$ cat config.mk
export PLATFORM = sky130hd
export DESIGN_NAME = mem_rd_arbiter_flat
export DESIGN_NICKNAME = d
export VERILOG_FILES = /design/src/rtl/mem_rd_arbiter_pkg.sv /design/src/rtl/mem_rd_arbiter_if.sv /design/src/rtl/mem_rd_arbiter_rr_arb2.sv /design/src/rtl/mem_rd_arbiter.sv /design/src/flat_wrapper.sv
export SDC_FILE = /design/constraint.sdc
export NUM_CORES = 1
export LEC_CHECK = 0
export CORE_ASPECT_RATIO = 1.4
export CORE_UTILIZATION = 34
export DETAILED_ROUTE_END_ITERATION = 16
export PLACE_DENSITY_LB_ADDON = 0.3
export SYNTH_ARGS = -nofsm -noshare
export SYNTH_HDL_FRONTEND = slang
export SYNTH_SLANG_ARGS = --single-unit
export TNS_END_PERCENT = 10
$ cat constraint.sdc
create_clock -name clk -period 2.9 [get_ports clk]
set_clock_uncertainty 0.2 [all_clocks]
set_input_delay 0.87 -clock clk [delete_from_list [all_inputs] [get_ports clk]]
set_output_delay 0.87 -clock clk [all_outputs]
set_load 0.02 [all_outputs]
$ cat src/rtl/mem_rd_arbiter_pkg.sv
// Shared constants and types for the two-port burst read arbiter.
package mem_rd_arbiter_pkg;

   localparam logic RST_ENABLE = 1'b1;

   localparam logic PORT0 = 1'b0;
   localparam logic PORT1 = 1'b1;

   typedef enum logic [1:0] {
      ST_IDLE = 2'd0,
      ST_AR   = 2'd1,
      ST_R    = 2'd2
   } state_t;

endpackage

$ cat src/rtl/mem_rd_arbiter_if.sv
// Burst read channel: address request plus returned beats.
interface mem_rd_arbiter_if #(
   parameter int ADDR_W = 32
) ();

   logic [ADDR_W-1:0] araddr;
   logic              arvalid;
   logic              arready;
   logic [ADDR_W-1:0] rdata;
   logic              rvalid;
   logic              rlast;
   logic              rready;

   modport master (
      output araddr, arvalid, rready,
      input  arready, rdata, rvalid, rlast
   );

   modport slave (
      input  araddr, arvalid, rready,
      output arready, rdata, rvalid, rlast
   );

endinterface

$ cat src/rtl/mem_rd_arbiter_rr_arb2.sv
// Two-way round-robin pick; on a tie the port that was not served last wins.
module mem_rd_arbiter_rr_arb2 (
   input  logic [1:0] req,
   input  logic       rr_last,
   output logic [1:0] gnt
);

   always_comb begin
      if (req == 2'b11) begin
         gnt = rr_last ? 2'b01 : 2'b10;
      end else begin
         gnt = req;
      end
   end

endmodule

$ cat src/rtl/mem_rd_arbiter.sv
// Shares one burst read port between the I-cache (port 0) and D-cache (port 1)
// refill engines; a flushed port-0 burst is drained and discarded.
module mem_rd_arbiter
   import mem_rd_arbiter_pkg::*;
#(
   parameter int ADDR_W       = 32,
   parameter int P0_BURST_LEN = 8,
   parameter int P1_BURST_LEN = 8
) (
   input  logic                   clk,
   input  logic                   rst,
   mem_rd_arbiter_if.slave        s0,
   input  logic                   s0_flush,
   mem_rd_arbiter_if.slave        s1,
   mem_rd_arbiter_if.master       m,
   output logic [7:0]             m_arlen,
   output logic                   err
);

   localparam logic [7:0] P0_ARLEN = 8'(P0_BURST_LEN - 1);
   localparam logic [7:0] P1_ARLEN = 8'(P1_BURST_LEN - 1);

   state_t            state, state_nxt;
   logic              grant;
   logic              rr_last;
   logic              drain;
   logic [7:0]        beat_cnt;
   logic [ADDR_W-1:0] araddr_q;
   logic              arvalid_q;
   logic [1:0]        req;
   logic [1:0]        gnt;
   logic              rready_c;
   logic              r_beat;
   logic              flush_hit;

   assign req       = {s1.arvalid, s0.arvalid & ~s0_flush};
   assign flush_hit = s0_flush && (grant == PORT0);
   assign rready_c  = (state == ST_R) && (drain || ((grant == PORT0) ? s0.rready : s1.rready));
   assign r_beat    = m.rvalid && rready_c;

   assign m.araddr  = araddr_q;
   assign m.arvalid = arvalid_q;
   assign m.rready  = rready_c;

   mem_rd_arbiter_rr_arb2 u_rr_arb2 (
      .req     (req),
      .rr_last (rr_last),
      .gnt     (gnt)
   );

   always_comb begin
      state_nxt = state;
      unique case (state)
         ST_IDLE: if (|gnt)               state_nxt = ST_AR;
         ST_AR:   if (m.arready)          state_nxt = ST_R;
         ST_R:    if (r_beat && m.rlast)  state_nxt = ST_IDLE;
         default:                         state_nxt = ST_IDLE;
      endcase
   end

   // NOTE: every output gets a default first so no path through the block infers a latch.
   always_comb begin
      s0.arready = 1'b0;
      s0.rvalid  = 1'b0;
      s0.rdata   = '0;
      s0.rlast   = 1'b0;
      s1.arready = 1'b0;
      s1.rvalid  = 1'b0;
      s1.rdata   = '0;
      s1.rlast   = 1'b0;
      if (state == ST_AR) begin
         // A flushed port-0 address still completes downstream but is hidden from the cache.
         s0.arready = m.arready && (grant == PORT0) && !drain && !s0_flush;
         s1.arready = m.arready && (grant == PORT1);
      end
      if (state == ST_R) begin
         if (grant == PORT0) begin
            s0.rvalid = m.rvalid && !drain;
            s0.rdata  = m.rdata;
            s0.rlast  = m.rlast;
         end else begin
            s1.rvalid = m.rvalid;
            s1.rdata  = m.rdata;
            s1.rlast  = m.rlast;
         end
      end
   end

   // NOTE: state registers use non-blocking assignments so all flops update together at the edge.
   always_ff @(posedge clk) begin
      if (rst == RST_ENABLE) begin
         state     <= ST_IDLE;
         grant     <= PORT0;
         rr_last   <= PORT1;
         drain     <= 1'b0;
         beat_cnt  <= '0;
         araddr_q  <= '0;
         arvalid_q <= 1'b0;
         m_arlen   <= '0;
         err       <= 1'b0;
      end else begin
         state <= state_nxt;
         unique case (state)
            ST_IDLE: begin
               if (|gnt) begin
                  grant     <= gnt[1];
                  araddr_q  <= gnt[1] ? s1.araddr : s0.araddr;
                  m_arlen   <= gnt[1] ? P1_ARLEN : P0_ARLEN;
                  arvalid_q <= 1'b1;
                  drain     <= 1'b0;
               end
            end
            ST_AR: begin
               if (flush_hit) drain <= 1'b1;
               if (m.arready) begin
                  arvalid_q <= 1'b0;
                  beat_cnt  <= '0;
               end
            end
            ST_R: begin
               if (flush_hit) drain <= 1'b1;
               if (r_beat) begin
                  beat_cnt <= beat_cnt + 8'd1;
                  if (m.rlast) begin
                     // beat_cnt still holds the count of earlier beats, so a full burst shows m_arlen.
                     if (beat_cnt != m_arlen) err <= 1'b1;
                     rr_last <= grant;
                     drain   <= 1'b0;
                  end
               end
            end
            default: ;
         endcase
      end
   end

endmodule
$ cat src/flat_wrapper.sv
// flat-port wrapper written by rule: the top's interface ports become plain ports
module mem_rd_arbiter_flat import mem_rd_arbiter_pkg::*;
#(
   parameter int ADDR_W       = 32,
   parameter int P0_BURST_LEN = 8,
   parameter int P1_BURST_LEN = 8
)
  (clk, rst, s0_flush, m_arlen, err, s0_araddr, s0_arvalid, s0_rready, s0_arready, s0_rdata, s0_rvalid, s0_rlast, s1_araddr, s1_arvalid, s1_rready, s1_arready, s1_rdata, s1_rvalid, s1_rlast, m_araddr, m_arvalid, m_rready, m_arready, m_rdata, m_rvalid, m_rlast);
  mem_rd_arbiter_if #(.ADDR_W(ADDR_W)) s0_i ();
  mem_rd_arbiter_if #(.ADDR_W(ADDR_W)) s1_i ();
  mem_rd_arbiter_if #(.ADDR_W(ADDR_W)) m_i ();
  input  logic clk;
  input  logic rst;
  input  logic s0_flush;
  output logic [7:0] m_arlen;
  output logic err;
  input wire logic [$bits(s0_i.araddr)-1:0] s0_araddr;
  input wire logic [$bits(s0_i.arvalid)-1:0] s0_arvalid;
  input wire logic [$bits(s0_i.rready)-1:0] s0_rready;
  output wire logic [$bits(s0_i.arready)-1:0] s0_arready;
  output wire logic [$bits(s0_i.rdata)-1:0] s0_rdata;
  output wire logic [$bits(s0_i.rvalid)-1:0] s0_rvalid;
  output wire logic [$bits(s0_i.rlast)-1:0] s0_rlast;
  input wire logic [$bits(s1_i.araddr)-1:0] s1_araddr;
  input wire logic [$bits(s1_i.arvalid)-1:0] s1_arvalid;
  input wire logic [$bits(s1_i.rready)-1:0] s1_rready;
  output wire logic [$bits(s1_i.arready)-1:0] s1_arready;
  output wire logic [$bits(s1_i.rdata)-1:0] s1_rdata;
  output wire logic [$bits(s1_i.rvalid)-1:0] s1_rvalid;
  output wire logic [$bits(s1_i.rlast)-1:0] s1_rlast;
  output wire logic [$bits(m_i.araddr)-1:0] m_araddr;
  output wire logic [$bits(m_i.arvalid)-1:0] m_arvalid;
  output wire logic [$bits(m_i.rready)-1:0] m_rready;
  input wire logic [$bits(m_i.arready)-1:0] m_arready;
  input wire logic [$bits(m_i.rdata)-1:0] m_rdata;
  input wire logic [$bits(m_i.rvalid)-1:0] m_rvalid;
  input wire logic [$bits(m_i.rlast)-1:0] m_rlast;
  assign s0_i.araddr = s0_araddr;
  assign s0_i.arvalid = s0_arvalid;
  assign s0_i.rready = s0_rready;
  assign s0_arready = s0_i.arready;
  assign s0_rdata = s0_i.rdata;
  assign s0_rvalid = s0_i.rvalid;
  assign s0_rlast = s0_i.rlast;
  assign s1_i.araddr = s1_araddr;
  assign s1_i.arvalid = s1_arvalid;
  assign s1_i.rready = s1_rready;
  assign s1_arready = s1_i.arready;
  assign s1_rdata = s1_i.rdata;
  assign s1_rvalid = s1_i.rvalid;
  assign s1_rlast = s1_i.rlast;
  assign m_araddr = m_i.araddr;
  assign m_arvalid = m_i.arvalid;
  assign m_rready = m_i.rready;
  assign m_i.arready = m_arready;
  assign m_i.rdata = m_rdata;
  assign m_i.rvalid = m_rvalid;
  assign m_i.rlast = m_rlast;
  mem_rd_arbiter #(.ADDR_W(ADDR_W), .P0_BURST_LEN(P0_BURST_LEN), .P1_BURST_LEN(P1_BURST_LEN)) u_core (.clk(clk), .rst(rst), .s0(s0_i), .s0_flush(s0_flush), .s1(s1_i), .m(m_i), .m_arlen(m_arlen), .err(err));
endmodule
## After elaboration in Yosys (flattened, before gate mapping)

Index checks and enable logic that the tools add are counted.
Widths: inputs -> output; s select.

| word-level totals | value |
|---|---|
| register bits | 48 |
| bits in latches | 0 |
| RAM bits | 0 |
| bits in read-only memories | 0 |
| input port bits | 106 |
| output and inout port bits | 113 |
| logic and storage cells | 78 |
| memories kept | 0 |

| operators by class | value |
|---|---|
| $add $sub $neg | 1 |
| multipliers | 0 |
| divide/modulo/power cells | 0 |
| magnitude comparators | 0 |
| eq/ne operators | 8 |
| shift operators | 0 |
| muxes and demuxes | 33 |
| bitwise logic cells | 3 |
| reductions and logical operators | 24 |

Operators by type and width:

| cell | count |
|---|---|
| $mux 32 | 5 |
| $mux 1 | 17 |
| $mux 8 | 2 |
| $pmux 8 s2 | 1 |
| $reduce_and 3->1 | 4 |
| $mux 2 | 5 |
| $logic_and 1x1->1 | 9 |
| $add 8x1->8 const B | 1 |
| $ne 8x3->1 | 1 |
| $ne 2x1->1 const B | 3 |
| $pmux 2 s3 | 1 |
| $eq 2x2->1 const B | 2 |
| $reduce_and 2->1 | 2 |
| $reduce_and 4->1 | 1 |
| $reduce_bool 2->1 | 2 |
| $pmux 1 s3 | 1 |
| $reduce_bool 3->1 | 1 |
| $eq 2x1->1 const B | 1 |
| $logic_not 1->1 | 2 |
| $logic_not 2->1 | 1 |
| $ne 2x2->1 const B | 1 |
| $not 1->1 | 2 |
| $pmux 1 s2 | 1 |
| $reduce_or 2->1 | 1 |
| 2 further kinds | 2 |

## Longest topological paths before layout

Gate-level depths: netlist of the first run.

| logic depth | value |
|---|---|
| depth in word-level cells | 7 |
| mapped depth | 8 |

## By module

From an unflattened synthesis of the first run, not the netlist that was laid out.

| unflattened totals | value |
|---|---|
| cell total of the unflattened synthesis | 353 |
| area total of the unflattened synthesis | 2,921.6 um^2 |

By module, submodules not included:

| module | instances | cells an instance | area each (um^2) | seq. area each (um^2) |
|---|---|---|---|---|
| mem_rd_arbiter | 1 | 350 | 2,902.8 | 960.9 |
| mem_rd_arbiter_rr_arb2 | 1 | 3 | 18.8 | 0.0 |

## Least setup slack after synthesis of the first run

OpenSTA, ideal clock, no wires.

| path | value |
|---|---|
| path kind | input to output |
| from | in m_arready |
| to | out s0_arready |
| data arrival time | 1,585 ps |
| path slack | 245 ps |
| stages | 2 |
| path buffers | 0 |
| path through | nand2_1 -> nor4_1 |

| on the way | value |
|---|---|
| longest elaborated chain between the ends | 4 |

RTL lines:

| what | line | source |
|---|---|---|
| from (decl) | flat_wrapper.sv:34 | `input wire logic [$bits(m_i.arready)-1:0] m_arready;` |
| $logic_and 1x1->1 (3 in series) | mem_rd_arbiter.sv:73 | `s0.arready = m.arready && (grant == PORT0) && !drain && !s0_flush;` |
| $mux 1 | mem_rd_arbiter.sv:71 | `if (state == ST_AR) begin` |
| to (decl) | flat_wrapper.sv:20 | `output wire logic [$bits(s0_i.arready)-1:0] s0_arready;` |

Every way passes these cells.

## Final worst setup path of the first run

| path | value |
|---|---|
| from | in m_rdata[11] |
| to | out s1_rdata[11] |

| on the way | value |
|---|---|
| longest elaborated chain between the ends | 2 |

RTL lines:

| what | line | source |
|---|---|---|
| from (decl) | flat_wrapper.sv:35 | `input wire logic [$bits(m_i.rdata)-1:0] m_rdata;` |
| $mux 32 | mem_rd_arbiter.sv:77 | `if (grant == PORT0) begin` |
| $mux 32 | mem_rd_arbiter.sv:76 | `if (state == ST_R) begin` |
| to (decl) | flat_wrapper.sv:28 | `output wire logic [$bits(s1_i.rdata)-1:0] s1_rdata;` |

Every way passes these cells.

==> flow_summary.json, run 1 <==
{
  "grt_pass1_vias": 2990,
  "use_met2": 0.393,
  "synth_top_family_by_area": "simple AND/OR/NAND/NOR gates",
  "dr_total_vias": 3298,
  "synth_mux_area_frac": 0.131,
  "crit_family": "buffers and inverters",
  "cts.path.max_buffers": 2,
  "seq_area_frac_synth": 0.340,
  "final_layout_size_suffix_gt1_frac": 0.139,
  "cts_root_buf": "clkbuf_16",
  "insertion_delay_ns": 0.28,
  "stdcell_area_mm2": 0.00519,
  "layout_min_cycle_time_ns": 2.88,
  "postPlaceCellArea_mm2": 0.00513,
  "slowest_delay_ns": 0.49,
  "vias_per_cell": 5.07,
  "status": "finished, final reports clean",
  "cts_sinks": 48,
  "remaining_drc_errors": 0,
  "die_w_um": 79.1,
  "startpoint_type": "input pin",
  "power.total_w": 0.00340,
  "grtUsageTotal": 0.217,
  "total_leakage_power_nw": 2.40,
  "cp-end-kind": "output pin",
  "drt_wl_total_um": 9830,
  "synthTopCellsByArea": "dfxtp_1 34%, and3_1 15%, mux2i_1 13%",
  "syn_inst": 340,
  "dp_hpwl_um": 7670,
  "critical_path_depth": 3,
  "drt_iter0_markers": 69,
  "hold-path-endpoint": "u_core.err",
  "initial_core_util": 0.349,
  "r2r_end": "u_core.beat_cnt[7]",
  "rsz0062_at_grt": "true",
  "arrival_ns": 1.81,
  "grt_start_max_net_pins": 66,
  "fmax_ghz": 0.347,
  "wire_per_inst_um": 15.1,
  "clk_pin_slew_ns": 0.06,
  "drv_cap": 0,
  "max-slew-margin-rel": 0.643,
  "hold_slack_ns": 0.249,
  "layout_worst_path_cycle_share": 0.994,
  "synth_xor_area_frac": 0.00929,
  "drtAntennaViolNets": 0,
  "synth.avg_cell_area_um2": 8.32,
  "yosysTopAreaCell": "dfxtp_1",
  "gr-usage-met1": 0.227,
  "synth_fa_ha_area_frac": 0.0265,
  "hold_depth": 1,
  "hold_violations": 0,
  "diodes": 0,
  "r2r_setup_slack_ns": 0.86,
  "ir_drop_mv": 0.396,
  "syn-cell-area_mm2": 0.00283,
  "synth-seq-cells": 48,
  "top_usage_layer": "met2",
  "cp_max_fo": 2,
  "reg2regPathDepth": 8,
  "setup_viol": 0,
  "h-tree-depth": 2,
  "antenna_found_initial": 0,
  "yosysWarningCount": 0,
  "drv_slew": 0,
  "min_path_type": "reg -> reg",
  "areaGrowthSynthToFinish_pct": 83.5,
  "synth_cell_types": 39,
  "p_per_area_mw_per_mm2": 655,
  "cts_inserted_buffers": 5,
  "cp_slowest_cell": "clkdlybuf4s50_1",
  "cts_tree": "built",
  "die_area_mm2": 0.00869,
  "grt_pass1_wl_um": 14600,
  "drtPass1Iterations": 4,
  "synth-simple-area-share": 0.258,
  "routabilityCongestion": 0.830,
  "rows": 39,
  "ctsHoldBuffers": 0,
  "worst_slew_pin_slew_ns": 0.532,
  "num_io_pins": 219,
  "netlist.area_leader.share": 0.340,
  "die_h_um": 110,
  "fin_nets": 659,
  "path_cells": "clkdlybuf4s50_1 -> and3_1 -> clkdlybuf4s15_1",
  "port_buffers": 213,
  "overflow": 0,
  "r2r-start": "u_core.state[1]",
  "path_buf_inv": 2,
  "synth_compound_area_frac": 0.161,
  "required_ns": 1.83,
  "hp-start": "u_core.err",
  "crit_type": "in -> out",
  "core_mm2": 0.00810,
  "use_met3": 0.0863
}
## through the flow
stage	std cells	util	setup TNS, ns	setup WS, ns
2_1_floorplan	344	-	0	0.245
3_3_place_gp	642	0.633	-18.61	-0.439
3_5_place_dp	642	0.633	-18.80	-0.508
4_1_cts	650	0.647	-0.0695	-0.0695
5_1_grt	650	0.641	-0.00707	-0.00707
6_report	650	0.641	0	0.0162
## state kept, by name, indices dropped and copies added, names as in the netlist
signal,cells
u_core.beat_cnt,8
u_core.drain,1
u_core.err,1
u_core.grant,1
u_core.m.araddr,32
u_core.m.arvalid,1
u_core.m_arlen,1
u_core.rr_last,1
u_core.state,2
## cell families (layout without fill, tap and decap cells)
family                     after synthesis  count (layout)
other                                    1               5
muxes                                   37              37
adders and majority gates                6               6
and+or+nand+nor                        139             139
xor gates and xnor gates                 3               3
buffers and inverters                   44             248
AOI/OAI and AO/OA                       62              62
DFF                                     48              48
## cell usage after synthesis, drive strengths merged
cell and instances:
or3 1, mux2i 37, ha 6, nor3 3, o21a 2, dfxtp 48
o311ai 2, a21oi 7, inv 7, a31o 1, a21boi 3, a31oi 3
xnor2 2, nand3 1, buf 18, and3 68, clkbuf 19, o211ai 4
nor4 2, a211oi 33, nand2b 2, nand2 11, o211a 1, a21o 1
nor2b 1, nand4 3, or4 2, xor2 1, o21ai 5, conb 1
nor2 45
## area by class of cell
class	count	area [um2]
Fill cell	743	2910
Timing Repair Buffer	233	2200
Multi-Input combinational cell	252	1710
Sequential cell	48	961
Tap cell	102	128
Clock buffer	6	129
Clock inverter	2	35.0
Inverter	7	26.3
## worst max-delay path by stage
stage                     start  slack (ns)      endpoint
finish              m_rdata[11]        0.02  s1_rdata[11]
global route          m_arready      -0.007    s0_arready
CTS                   m_arready       -0.07    s0_arready
detailed placement    m_arready       -0.51    s0_arready
global placement      m_arready       -0.44    s0_arready
floorplan             m_arready        0.25    s0_arready
## layer usage
layer  share of wire  vias up
li1                -     1636
met1            0.38     1465
met2            0.48      184
met3            0.12       13
met4           0.017        0
met5               0        -
## cell usage in the layout, fill, tap and decap left out, types with 21 or more instances in the layout
cell type	instances
clkdlybuf4s50_1	141
and3_1	68
dfxtp_1	48
nor2_1	44
mux2i_1	37
a211oi_1	33
clkdlybuf4s15_1	29
buf_4	22
clkbuf_2	21
## power by group
| part | switching, W | total (W) | internal (W) |
|---|---|---|---|
| sequential | 0.000103 | 0.000936 | 0.000833 |
| clock | 0.000243 | 0.000649 | 0.000406 |
| combinational | 0.000985 | 0.00182 | 0.000834 |
## repair_timing
| item | 4_1_cts | 5_1_grt |
|---|---|---|
| endpoints found under the hold margin | 0 | 0 |
| pin swaps | 0 | 1 |
| resized for setup | 122 | 57 |
| buffers inserted | 0 | 0 |
| setup endpoints to repair | 66 | 48 |
No activity file was read; power rests on OpenSTA's default activity.
==> inputs of run 2 (changes only) <==
CORE_AREA = 2 2 84 86   (was not set)
CORE_ASPECT_RATIO = not set   (was 1.4)
CORE_UTILIZATION = not set   (was 34)
DIE_AREA = 0 0 86 88   (was not set)
DONT_BUFFER_PORTS = 1   (was not set)
==> run 2 against run 1 <==
Global-route usage down 4.0 points. Sequential share of layout area up 13 points. Utilization down 18 points. Sequential cell count unchanged. Total power down 25%. Sequential power up 24%. Via count down 27%. Critical endpoint is now m_rready. Largest power group is now registers. Highest routed layer unchanged.
==> flow_summary.json, run 2 (synthesis results as in run 1) <==
{
  "status": "finished, final reports clean",
  "overflow": 0,
  "startpoint_type": "flip-flop",
  "drv_slew": 0,
  "die_h_um": 88,
  "die_area_mm2": 0.00757,
  "wire_per_inst_um": 17.7,
  "slowest_delay_ns": 0.36,
  "fin_nets": 442,
  "rsz0062_at_grt": "false",
  "mostFrequentLayoutCells": "68 x and3_1, 48 x dfxtp_1, 44 x nor2_1",
  "insertion_delay_ns": 0.29,
  "cts.path.max_buffers": 2,
  "worst_slew_pin_slew_ns": 0.722,
  "cts_tree": "built",
  "final_common_cell": "and3_1",
  "hold_violations": 0,
  "crit_type": "reg -> out",
  "arrival_ns": 1.62,
  "clk_pin_slew_ns": 0.09,
  "grt_start_max_net_pins": 73,
  "largest_reg_flops": 32,
  "drt_wl_total_um": 7260,
  "grt_pass1_wl_um": 10600,
  "required_ns": 1.83,
  "path_cells": "inv_1 -> ha_1 -> buf_12 -> inv_2 -> a21oi_1 -> buf_4",
  "drtAntennaViolNets": 0,
  "cts_sinks": 48,
  "areaGrowthSynthToFinish_pct": 7.25,
  "postPlaceCellArea_mm2": 0.00294,
  "h-tree-depth": 2,
  "core_mm2": 0.00664,
  "fin_tns_setup_ns": 0,
  "dr_total_vias": 2397,
  "cts_resized": 0,
  "vias_per_cell": 5.83,
  "die_w_um": 86,
  "remaining_drc_errors": 0,
  "routabilityCongestion": 0.862,
  "r2r-start": "u_core.grant",
  "hold_depth": 2,
  "drv_cap": 0,
  "stdcell_area_mm2": 0.00303,
  "initial_core_util": 0.426,
  "hold-path-endpoint": "u_core.beat_cnt[7]",
  "grtUsageTotal": 0.177,
  "cp-end-kind": "output pin",
  "num-fill-cells": 677,
  "fmax_ghz": 0.371,
  "rows": 30,
  "port_buffers": 0,
  "final_layout_size_suffix_gt1_frac": 0.0906,
  "ir_drop_mv": 0.368,
  "reg2regPathDepth": 7,
  "layout_min_cycle_time_ns": 2.69,
  "drt_iter0_markers": 86,
  "hp-start": "u_core.beat_cnt[7]",
  "setup_viol": 0,
  "drtPass1Iterations": 4,
  "r2r_setup_slack_ns": 0.87,
  "r2r_end": "u_core.beat_cnt[7]",
  "postCtsSetupBuffers": 0,
  "max-slew-margin-rel": 0.518,
  "cp_max_fo": 72,
  "cp_slowest_cell": "dfxtp_1",
  "min_path_type": "reg -> reg",
  "diodes": 0,
  "ctsHoldBuffers": 0,
  "antenna_found_initial": 0,
  "grt_pass1_vias": 2134,
  "total_leakage_power_nw": 1.47,
  "cts_root_buf": "clkbuf_8",
  "num_io_pins": 219,
  "cts_inserted_buffers": 5,
  "p_per_area_mw_per_mm2": 843,
  "place_ws_ns": 0.500,
  "dp_hpwl_um": 5550,
  "setup_slack_ns": 0.207,
  "layout_worst_path_cycle_share": 0.929
}
-- run 2: changes by cell type in the layout (fill, tap and decap cells not counted), sizes merged --
cell           delta
clkbuf           -21
clkdlybuf4s15    -39
bufinv            -1
clkdlybuf4s50   -141
dlygate4sd2       -2
buf              -14
inv               +1
-- run 2: worst max-delay path, delay by kind of cell, from the launching register on --
family                   cells  cell delay [ns]
adder cells (fa/ha/maj)      1             0.23
flip-flops                   1             0.36
buffers and inverters        4             0.61
AO/OA/AOI/OAI                1             0.13
-- run 2: area by class of cell --
type                            count  area, um2  share of cell area
Tap cell                           80        100              0.0330
Multi-Input combinational cell    252       1690               0.558
Timing Repair Buffer               16        158              0.0520
Sequential cell                    48        961               0.317
Inverter                            7       26.3             0.00866
Clock inverter                      2       13.8             0.00454
Clock buffer                        6       82.6              0.0272
-- run 2: layer usage --
layer | GRT usage | vias to the layer above | wire length (um) | share of wire
li1 | - | 1195 | - | -
met1 | 0.190 | 1059 | 2790 | 0.38
met3 | 0.0490 | 2 | 651 | 0.090
met2 | 0.342 | 141 | 3790 | 0.52
met4 | 0.0433 | 0 | 38 | 0.0052
met5 | 0 | - | 0 | 0
-- run 2: how the worst max path moves through the flow --
stage / startpoint / endpoint / slack [ns] / cells after the start
finish: u_core.state[0] / m_rready / 0.21 / 6
global route: u_core.state[0] / m_rready / 0.05 / 6
detailed placement: m_arready / s0_arready / 0.50 / 3
global placement: m_arready / s0_arready / 0.51 / 3
CTS: u_core.state[0] / m_rready / 0.20 / 6
floorplan: m_arready / s0_arready / 0.25 / 2
-- run 2: stage by stage --
stage	cells	util	hold WS, ns	total power [W]
after global routing	411	0.457	0.333	0.00275
after floorplan	344	-	0.253	0.00196
after global placement	403	0.442	0.271	0.00214
final	411	0.457	0.296	0.00256
after CTS	411	0.457	0.293	0.00259
after detailed placement	403	0.442	0.279	0.00216
-- run 2: where the power goes --
part	switching, W	internal (W)	leakage [nW]
sequential	0.000322	0.000833	0.396
combinational	0.000628	0.000357	1.03
clock	0.000224	0.000195	0.0516
total	0.00117	0.00138	1.47
==> RTL change: new RTL, flow settings as in run 1 <==
`ADDR_W` is set to 32 in 3 places; all go to 16.
--- a/src/rtl/mem_rd_arbiter_if.sv
+++ b/src/rtl/mem_rd_arbiter_if.sv
@@ -1,6 +1,6 @@
 // Burst read channel: address request plus returned beats.
 interface mem_rd_arbiter_if #(
-   parameter int ADDR_W = 32
+   parameter int ADDR_W = 16
 ) ();
 
    logic [ADDR_W-1:0] araddr;
--- a/src/rtl/mem_rd_arbiter.sv
+++ b/src/rtl/mem_rd_arbiter.sv
@@ -3,7 +3,7 @@
 module mem_rd_arbiter
    import mem_rd_arbiter_pkg::*;
 #(
-   parameter int ADDR_W       = 32,
+   parameter int ADDR_W       = 16,
    parameter int P0_BURST_LEN = 8,
    parameter int P1_BURST_LEN = 8
 ) (
--- a/src/flat_wrapper.sv
+++ b/src/flat_wrapper.sv
@@ -1,7 +1,7 @@
 // flat-port wrapper written by rule: the top's interface ports become plain ports
 module mem_rd_arbiter_flat import mem_rd_arbiter_pkg::*;
 #(
-   parameter int ADDR_W       = 32,
+   parameter int ADDR_W       = 16,
    parameter int P0_BURST_LEN = 8,
    parameter int P1_BURST_LEN = 8
 )
Ports: changed (6 resized); port bits go from 219 to 123. The function was not compared with the original's and may differ.
==> RTL change against run 1 <==
  * First-iteration DRC count shrank 14%
  * Setup slack gained 0.0032 ns
  * Critical path depth stayed put
  * Cell area fell by 36%
  * Routed wire length decreased by 43%
  * Worst hold slack better by 0.027 ns
  * Register-to-register slack lost 0.21 ns
  * Critical path type unchanged
  * Maximum frequency grew 0.11%
  * Sequential cell count fell by 16
  * Non-clock buffer count is 99 lower
  * Area after synthesis decreased by 30%
  * Total power is 47% lower
==> RTL change: results (changes against run 1) <==
outcome complete, no violations (unchanged); worst setup path endpoint s1_rdata[0] (was s1_rdata[11]); final setup margin 0.0194 ns (was 0.0162 ns); max FFs per register 16 (was 32); via count 2187 (was 3298); Post-Synth XOR/XNOR Area 0% (was 0.929%); cts repair resizes 70 (was 122); PD cells 548 mW/mm² (was 655 mW/mm²); met2 GRT Util 33.2% (was 39.3%); met3 routed wirelength 674 µm (was 1210 µm); dpl cell area 0.00326 mm² (was 0.00513 mm²); total track usage 18.5% (was 21.7%); IO buf count 117 (was 213); area of the mapped netlist 0.00197 mm² (was 0.00283 mm²); reg2reg end u_core.beat_cnt[4] (was u_core.beat_cnt[7]); Post-Synth Adder-Cell Area 3.81% (was 2.65%); Peak VDD IR 0.331 mV (was 0.396 mV); Final HPWL DP 4310 µm (was 7670 µm); Routed wire per std cell 13.2 µm (was 15.1 µm); Worst Setup SP m_rdata[0] (was m_rdata[11]); global-route wire length before repair 8770 µm (was 14600 µm); wire length on met1 2160 µm (was 3720 µm); DR iter-0 viols 59 (was 69); Placer Congestion 0.778 (was 0.830); ranking of synthesized cells by instance count and3_1 (36), dfxtp_1 (32), a21oi_1 (24), o21ai_0 (21), mux2i_1 (20) (was and3_1 (68), dfxtp_1 (48), nor2_1 (45), mux2i_1 (37), a211oi_1 (33)); sequential area share after synthesis 32.5% (was 34.0%); share of cells above drive strength 1 14.4% (was 13.9%); cell total after placement 419 (was 642)
==> RTL change: changes by cell type in the layout (fill, tap and decap cells not counted), sizes merged, moves of 10 or more <==
cell / delta
mux2i: -17
clkdlybuf4s15: -21
nor2: -37
and3: -32
o21ai: +17
clkbuf: -10
clkdlybuf4s50: -66
a211oi: -31
dfxtp: -16
a21oi: +17
==> RTL change: how the worst min path moves through the flow <==
| stage | cells after the start | slack (ns) | from | to |
|---|---|---|---|---|
| after floorplan | 2 | 0.24 | u_core.beat_cnt[7] | u_core.beat_cnt[7] |
| after global placement | 1 | 0.25 | u_core.err | u_core.err |
| after detailed placement | 1 | 0.26 | u_core.err | u_core.err |
| after CTS | 2 | 0.28 | u_core.beat_cnt[7] | u_core.beat_cnt[7] |
| after global routing | 2 | 0.29 | u_core.m.arvalid | u_core.m.arvalid |
| final | 1 | 0.28 | u_core.err | u_core.err |
==> RTL change: layout make-up <==
type / count / share of cell area, %
multi-input cells: 177 / 35.9
clock inverters: 1 / 0.227
well taps: 68 / 2.58
inverters: 9 / 1.02
repair buffers: 134 / 38.2
clock buffers: 7 / 2.62
flip-flops and latches: 32 / 19.4
==> RTL change: cell families (layout without fill, tap and decap cells) <==
kind of cell    after synthesis  count (layout)
fa+ha+maj                     6               6
flops                        32              32
compound gates               64              64
other cells                   1               5
buf+inv                      34             151
simple gates                 80              80
mux                          22              22
==> RTL change: report_power, final <==
| group | switching [µW] | leakage, µW | total (µW) | internal (µW) |
|---|---|---|---|---|
| sequential | 62.8 | 0.000263 | 585 | 522 |
| combinational | 443 | 0.00125 | 860 | 417 |
| clock | 169 | 0.0000445 | 362 | 193 |
